## src/rtl/controlador_vizinhos.sv

```systemverilog
// Neighbour expansion sequencer: walks the 4/8 grid neighbours of a node, filters
// out-of-grid and corner-cutting candidates, reads the obstacle map and hands free cells on.
module controlador_vizinhos #(
    parameter int COORD_WIDTH = 6,
    parameter int GRID_X      = 64,
    parameter int GRID_Y      = 64,
    parameter int ADDR_WIDTH  = 12,
    parameter int DIAGONAL    = 1
) (
    input  logic                   clk,
    input  logic                   rst,
    input  logic                   expandir_in,
    input  logic [COORD_WIDTH-1:0] no_x_in,
    input  logic [COORD_WIDTH-1:0] no_y_in,
    output logic                   ocupado_out,
    output logic                   mem_req_out,
    output logic [ADDR_WIDTH-1:0]  mem_addr_out,
    input  logic                   mem_ack_in,
    input  logic                   mem_obstaculo_in,
    output logic                   viz_valido_out,
    output logic [COORD_WIDTH-1:0] viz_x_out,
    output logic [COORD_WIDTH-1:0] viz_y_out,
    output logic                   viz_diagonal_out,
    input  logic                   viz_aceito_in,
    output logic                   lvv_pronto_out
);

    typedef enum logic [2:0] {
        IDLE,
        GERAR,
        LER,
        ENTREGAR,
        PROXIMO,
        PRONTO
    } estado_t;

    localparam logic [2:0] K_ULTIMO = (DIAGONAL != 0) ? 3'd7 : 3'd3;

    estado_t                       estado;
    estado_t                       prox_estado;
    logic [2:0]                    k;
    logic [3:0]                    bloq;
    logic [COORD_WIDTH-1:0]        no_x;
    logic [COORD_WIDTH-1:0]        no_y;
    logic [COORD_WIDTH-1:0]        viz_x;
    logic [COORD_WIDTH-1:0]        viz_y;
    logic                          viz_diag;
    logic [ADDR_WIDTH-1:0]         mem_addr;

    logic signed [1:0]             dx;
    logic signed [1:0]             dy;
    logic signed [COORD_WIDTH:0]   dx_ext;
    logic signed [COORD_WIDTH:0]   dy_ext;
    logic signed [COORD_WIDTH:0]   cand_x;
    logic signed [COORD_WIDTH:0]   cand_y;
    logic                          fora;
    logic                          diag_rej;
    logic [ADDR_WIDTH-1:0]         addr_cand;

    always_comb begin
        dx = 2'sb00;
        dy = 2'sb00;
        case (k)
            3'd0: begin dx = 2'sb01; dy = 2'sb00; end
            3'd1: begin dx = 2'sb00; dy = 2'sb01; end
            3'd2: begin dx = 2'sb11; dy = 2'sb00; end
            3'd3: begin dx = 2'sb00; dy = 2'sb11; end
            3'd4: begin dx = 2'sb01; dy = 2'sb01; end
            3'd5: begin dx = 2'sb11; dy = 2'sb01; end
            3'd6: begin dx = 2'sb11; dy = 2'sb11; end
            default: begin dx = 2'sb01; dy = 2'sb11; end
        endcase
    end

    // One extra sign bit: -1 shows up as negative, and +1 past the top either
    // sets the sign bit (full-range grid) or exceeds the grid size.
    assign dx_ext = {{(COORD_WIDTH-1){dx[1]}}, dx};
    assign dy_ext = {{(COORD_WIDTH-1){dy[1]}}, dy};
    assign cand_x = $signed({1'b0, no_x}) + dx_ext;
    assign cand_y = $signed({1'b0, no_y}) + dy_ext;

    assign fora = cand_x[COORD_WIDTH] || (int'(cand_x[COORD_WIDTH-1:0]) >= GRID_X) ||
                  cand_y[COORD_WIDTH] || (int'(cand_y[COORD_WIDTH-1:0]) >= GRID_Y);

    assign addr_cand = ADDR_WIDTH'(int'(cand_y[COORD_WIDTH-1:0]) * GRID_X +
                                   int'(cand_x[COORD_WIDTH-1:0]));

    always_comb begin
        diag_rej = 1'b0;
        case (k)
            3'd4:    diag_rej = bloq[0] | bloq[1];
            3'd5:    diag_rej = bloq[2] | bloq[1];
            3'd6:    diag_rej = bloq[2] | bloq[3];
            3'd7:    diag_rej = bloq[0] | bloq[3];
            default: diag_rej = 1'b0;
        endcase
    end

    always_ff @(posedge clk) begin
        if (rst) begin
            estado <= IDLE;
        end else begin
            estado <= prox_estado;
        end
    end

    always_comb begin
        prox_estado = estado;
        case (estado)
            IDLE:     if (expandir_in) prox_estado = GERAR;
            GERAR:    prox_estado = (fora || diag_rej) ? PROXIMO : LER;
            LER:      if (mem_ack_in) prox_estado = mem_obstaculo_in ? PROXIMO : ENTREGAR;
            ENTREGAR: if (viz_aceito_in) prox_estado = PROXIMO;
            PROXIMO:  prox_estado = (k == K_ULTIMO) ? PRONTO : GERAR;
            PRONTO:   prox_estado = IDLE;
            default:  prox_estado = IDLE;
        endcase
    end

    always_ff @(posedge clk) begin
        if (rst) begin
            k        <= '0;
            bloq     <= '0;
            no_x     <= '0;
            no_y     <= '0;
            viz_x    <= '0;
            viz_y    <= '0;
            viz_diag <= 1'b0;
            mem_addr <= '0;
        end else begin
            case (estado)
                IDLE: begin
                    if (expandir_in) begin
                        no_x <= no_x_in;
                        no_y <= no_y_in;
                        k    <= '0;
                        bloq <= '0;
                    end
                end
                GERAR: begin
                    if (!k[2] && fora) begin
                        bloq[k[1:0]] <= 1'b1;
                    end
                    // Candidate is frozen on entry to LER and held through ENTREGAR.
                    if (prox_estado == LER) begin
                        viz_x    <= cand_x[COORD_WIDTH-1:0];
                        viz_y    <= cand_y[COORD_WIDTH-1:0];
                        viz_diag <= k[2];
                        mem_addr <= addr_cand;
                    end
                end
                LER: begin
                    if (mem_ack_in && mem_obstaculo_in && !k[2]) begin
                        bloq[k[1:0]] <= 1'b1;
                    end
                end
                PROXIMO: begin
                    if (k != K_ULTIMO) begin
                        k <= k + 3'd1;
                    end
                end
                default: ;
            endcase
        end
    end

    always_comb begin
        ocupado_out    = (estado != IDLE);
        mem_req_out    = (estado == LER);
        viz_valido_out = (estado == ENTREGAR);
        lvv_pronto_out = (estado == PRONTO);
    end

    assign mem_addr_out     = mem_addr;
    assign viz_x_out        = viz_x;
    assign viz_y_out        = viz_y;
    assign viz_diagonal_out = viz_diag;

endmodule
```

## config.mk

```make
export PLATFORM = sky130hd
export DESIGN_NAME = controlador_vizinhos
export DESIGN_NICKNAME = d
export VERILOG_FILES = /design/src/rtl/controlador_vizinhos.sv
export SDC_FILE = /design/constraint.sdc
export NUM_CORES = 1
export LEC_CHECK = 0
export CORE_AREA = 10 10 98 100
export DETAILED_ROUTE_END_ITERATION = 12
export DIE_AREA = 0 0 108 110
export GPL_TIMING_DRIVEN = 0
export HOLD_SLACK_MARGIN = 0.05
export PLACE_DENSITY = 0.48
export SYNTH_ARGS = -nofsm -noshare
export SYNTH_HDL_FRONTEND = slang
export SYNTH_SLANG_ARGS = --single-unit
```

## constraint.sdc

```tcl
create_clock -name clk -period 8.3 [get_ports clk]
set_input_delay 1.66 -clock clk [delete_from_list [all_inputs] [get_ports clk]]
set_output_delay 1.66 -clock clk [all_outputs]
set_load 0.02 [all_outputs]
```

# Word-level counts from Yosys, hierarchy flattened
# Index checks and enable logic that the tools add are counted.
dict set report word_totals {
  regBits 47
  out_inout_bits 29
  in_bits 18
}
dict set report classes {
  order_cmp 2
  n_mux 19
  add_sub_neg 4
  reduce_logical 20
  n_eq_ne 18
  bitwise 5
}
# cell count
set ops {}
lappend ops {{3-bit 2-to-1 mux} 8}
lappend ops {{3-bit equality test (second input constant)} 6}
lappend ops {{3-bit by 2-bit equality test with 1-bit output (second input constant)} 5}
lappend ops {{3-bit case mux with 5 select lines} 1}
lappend ops {{7-bit by 2-bit adder with 7-bit output} 2}
lappend ops {{12-bit by 6-bit adder with 12-bit output} 1}
lappend ops {{4-bit 2-to-1 mux} 3}
lappend ops {{4-bit case mux with 3 select lines} 1}
lappend ops {{2-bit case mux with 2 select lines} 2}
lappend ops {{3-bit by 1-bit equality test with 1-bit output (second input constant)} 2}
lappend ops {{3-bit logical NOT} 2}
lappend ops {{2-bit inequality test (second input constant)} 3}
lappend ops {{3-bit case mux with 2 select lines} 1}
lappend ops {{3-bit nonzero test} 2}
lappend ops {{3-bit OR reduction} 2}
lappend ops {{1-bit logical AND} 4}
lappend ops {{1-bit OR} 4}
lappend ops {{4-bit OR} 1}
lappend ops {{1-bit case mux with 4 select lines} 1}
lappend ops {{2-bit AND reduction} 2}
lappend ops {{4-bit AND reduction} 1}
lappend ops {{2-bit OR reduction} 2}
lappend ops {{3-bit by 1-bit adder with 3-bit output (second input constant)} 1}
lappend ops {{2-bit by 3-bit < comparator with 1-bit output (second input constant)} 1}
lappend ops {{9 further kinds} 10}

# Longest topological paths before layout
dict set report logic_depth {
  word_depth 10
  depth_mapped 14
  depth_no_buf 13
}

# Least setup slack after synthesis
# No wires, ideal clock.
dict set report synth_path {
  kind {register to register}
  startpoint {register k[0]}
  endpoint {register viz_y[4] (netlist: viz_y_out[4])}
  synth_period_minus_slack_ps 2960
  setup_slack_ps 5340
  arrival_time_ps 2890
  stages_incl_launch_ff 13
  cell_sequence {dfxtp_1 inv_1 ha_1 nor4_2 nor2_1 inv_1 ha_1 a211oi_1 o21ai_0 a2bb2oi_1 o211ai_4 or3_1 a21oi_1}
}
dict set report synth_via {
  elab_chain_cells 10
}
# item line_no
set synth_rtl {}
lappend synth_rtl {{start, declared} 41} ;# logic [2:0] k;
lappend synth_rtl {{start signal, assigned} 159} ;# k <= k + 3'd1;
lappend synth_rtl {{3-bit equality test, or another cell as far along} {63, 90}}
lappend synth_rtl {{3-bit OR reduction (no line) / 2-bit OR reduction (equally long branches)} -}
lappend synth_rtl {{2-bit case mux with 2 select lines} 63} ;# case (k)
lappend synth_rtl {{7-bit by 2-bit adder with 7-bit output, on equally long branches} {79, 80}}
lappend synth_rtl {{1-bit logical OR} 82} ;# assign fora = cand_x[COORD_WIDTH] || (int'(cand_x[COORD_WIDTH-1:0]) >= GRID_X) ||
lappend synth_rtl {{1-bit logical OR} 111} ;# GERAR: prox_estado = (fora || diag_rej) ? PROXIMO : LER;
lappend synth_rtl {{3-bit 2-to-1 mux} 111}
lappend synth_rtl {{3-bit case mux with 5 select lines} 109} ;# case (estado)
lappend synth_rtl {{3-bit by 2-bit equality test with 1-bit output} 145} ;# if (prox_estado == LER) begin
lappend synth_rtl {{2-bit AND reduction (no line)} -}
lappend synth_rtl {{end signal, assigned} 147} ;# viz_y <= cand_y[COORD_WIDTH-1:0];
lappend synth_rtl {{end, declared} 46} ;# logic [COORD_WIDTH-1:0] viz_y;
# Several ways; a longest one is shown, not always the timed one.
# A chain may end at the register's enable or synchronous reset.

# Worst setup path in the final report
dict set report layout_path {
  startpoint {register estado[2]}
  endpoint {output port mem_req_out}
}
dict set report layout_via {
  elab_chain_cells 1
}
# item line_no
set layout_rtl {}
lappend layout_rtl {{start, declared} 39} ;# estado_t estado;
lappend layout_rtl {{start signal, assigned} 103} ;# estado <= prox_estado;
lappend layout_rtl {{3-bit by 2-bit equality test with 1-bit output} 169} ;# mem_req_out = (estado == LER);
lappend layout_rtl {{end, declared} 16} ;# output logic mem_req_out,
# No other way between the ends.

==> impl_metrics.ini <==
[logic_synthesis]
yosysWarnings = 0
synthArstFlopShare = 0
synthCells = 266
ys_ff_latch = 35
synth_top_area_share = 0.313
synthTopCellsByArea = dfxtp_1, ha_1, nand2_1
synth_cell_types = 45
synthFlopType = dfxtp_1
ys_seq_area_frac = 0.313
synth_edf_count = 0
netlist_area_mm2 = 0.00224
syn_nets = 306
yosysTopAreaCell = dfxtp_1
syn_avg_cell_area_um2 = 8.41

[detailed_routing]
via_count = 1926
drt_iter0_drc = 40
drc = 0
routedWlPerCell_um = 13.5
detail_route.wirelength_mm = 5.69
ant_nets = 0
via_per_inst = 4.57
drt_pass1_iterations = 4

[setup_path]
cp.depth = 4
required_ps = 6640
cp_max_fo = 10
critPathMostFrequentCell = nor2b_1
worstSetupPathType = flip-flop to primary output
cp_slowest_cell = clkdlybuf4s50_1
crit_chain = clkbuf_1 > nor2b_1 > nor2b_1 > clkdlybuf4s50_1
crit_path_start_kind = flip-flop
worstSetupEndpointType = primary output
cp_data_arrival_time_ps = 1970
path_buf_inv = 2
ff2ff_path_depth = 12
cp_top_family = buffers and inverters
cp_slowest_stage_delay_ps = 660

[cts]
post_cts_resized = 0
cts_buffer_depth = 2
cts-htree-levels = 2
numClockSinks = 35
clk_pin_slew_ps = 70
holdBufCountCts = 0
root_buffer = clkbuf_8
postCtsSetupBuffers = 0
cts_inserted_buffers = 5
cts_tree = yes
clkLatencyLatePin_ps = 300

[sta]
hold_viol_final = 0
fmax_mhz = 276
worst_slack_ps = 4670
relSlewSlack = 0.603
fin_skew_ps = 9.52
tightest_slew_ps = 596
rsz0062_at_grt = no
fin_crit_sh = 0.437
whs_ps = 461
finalCriticalPeriod_ps = 3630
finalSetupViolations = 0
drv_slew = 0
final.setup.tns_ps = 0

[global_route]
antenna_found_initial = 0
grtUsageTotal = 0.0975
grt_max_degree = 11
grt_pass1_wl_mm = 9.07
globalRouteOverflowTotal = 0
grt_pass1_vias = 1865

[floorplan]
die_w_um = 108
core_area_mm2 = 0.00765
io_pins = 47
die-area_mm2 = 0.0119
die_h_um = 110
initial_utilization = 0.293
rows = 32

[placed_design]
place_ws_ps = 4800
port_buffers = 46
dp_hpwl_mm = 4.45
routabilityCongestion = 0.803

[worst_hold_path]
hold_path_depth = 2
hold_path.class = flip-flop to flip-flop

[finish]
n_fill_cell = 799
final_nets = 359
drive_gt1_frac = 0.0940
antenna_cells = 0
syn_to_final_growth_pct = 30.2
final_common_cell = clkdlybuf4s50_1
mostFrequentLayoutCells = clkdlybuf4s50_1, nand2_1, dfxtp_1

[status]
status = finished clean

[job]
drv_cap = 0

[power]
peakVddDrop_mv = 0.0510
p_per_area_mw_per_mm2 = 132
leakagePower_nw = 1.23
-- stage by stage --
| stage | power (W) | std cells | util | area [um2] |
|---|---|---|---|---|
| after floorplan | 0.000228 | 266 | - | 2240 |
| final | 0.000384 | 421 | 0.381 | 2910 |
| after detailed placement | 0.000259 | 414 | 0.369 | 2830 |
| after global routing | 0.000403 | 421 | 0.381 | 2910 |
| after global placement | 0.000259 | 414 | 0.369 | 2830 |
| after CTS | 0.000390 | 421 | 0.381 | 2910 |
-- path summary, 6_finish.rpt --
kind / start / end / slack [ps]
max: estado[2] / mem_req_out / 4670
min reg2reg: bloq[2] / bloq[2] / 460
max reg2reg: k[1] / bloq[0] / 4740
min: bloq[2] / bloq[2] / 460
-- state kept, by name, summed over array words and instances (netlist names) --
signal and cells:
no_y 6, k 3, viz_y_out 6, viz_x_out 5, estado 3, bloq 4, no_x 6, mem_addr_out 1
viz_diagonal_out 1
-- area by class of cell --
class | count | area, um2 | area share
well taps | 102 | 128 | 0.0438
clock buffers | 6 | 82.6 | 0.0284
inverters | 12 | 45.0 | 0.0155
multi-input cells | 198 | 1360 | 0.466
plain buffers | 21 | 135 | 0.0464
clock inverters | 1 | 5.00 | 0.00172
repair buffers | 46 | 460 | 0.158
flip-flops and latches | 35 | 701 | 0.241
-- cell usage after synthesis, types with 5 or more instances --
master,count
a211oi_1,6
ha_1,20
o21ai_0,13
buf_4,13
nor2_1,27
inv_1,11
xnor2_1,5
nand2_1,37
mux2i_1,11
nor2b_1,7
a21oi_1,26
clkbuf_1,7
dfxtp_1,35
-- cells by family (layout without fill, tap and decap cells) --
| kind of cell | Yosys count | after routing | synth area share |
|---|---|---|---|
| compound gates | 66 | 66 | 0.192 |
| fa+ha+maj | 22 | 22 | 0.130 |
| xor+xnor | 6 | 6 | 0.0235 |
| mux | 12 | 12 | 0.0593 |
| simple gates | 92 | 92 | 0.202 |
| buf+inv | 33 | 86 | 0.0805 |
| flops | 35 | 35 | 0.313 |
-- report_power, final --
group,switching (W),internal [W]
sequential,0.00000516,0.000175
clock,0.0000653,0.0000652
combinational,0.0000391,0.0000345
total,0.000110,0.000275
-- routing by layer --
layer  share of wire  wire (um)  track usage
met1            0.45       2530        0.116
met2            0.47       2670        0.162
met3           0.073        417       0.0284
met4           0.012         68       0.0401
met5               0          0            0
-- worst register-to-register path: stages, from the launching register on --
cell	delay, ps
dfxtp_1	380
inv_1	110
ha_1	260
nor3b_1	380
nor2_1	90
inv_1	190
ha_1	320
a211oi_1	400
o21ai_0	170
a2bb2oi_1	310
o21ai_0	310
a32oi_1	390
o31ai_1	110
No activity file was read; power rests on OpenSTA's default activity.
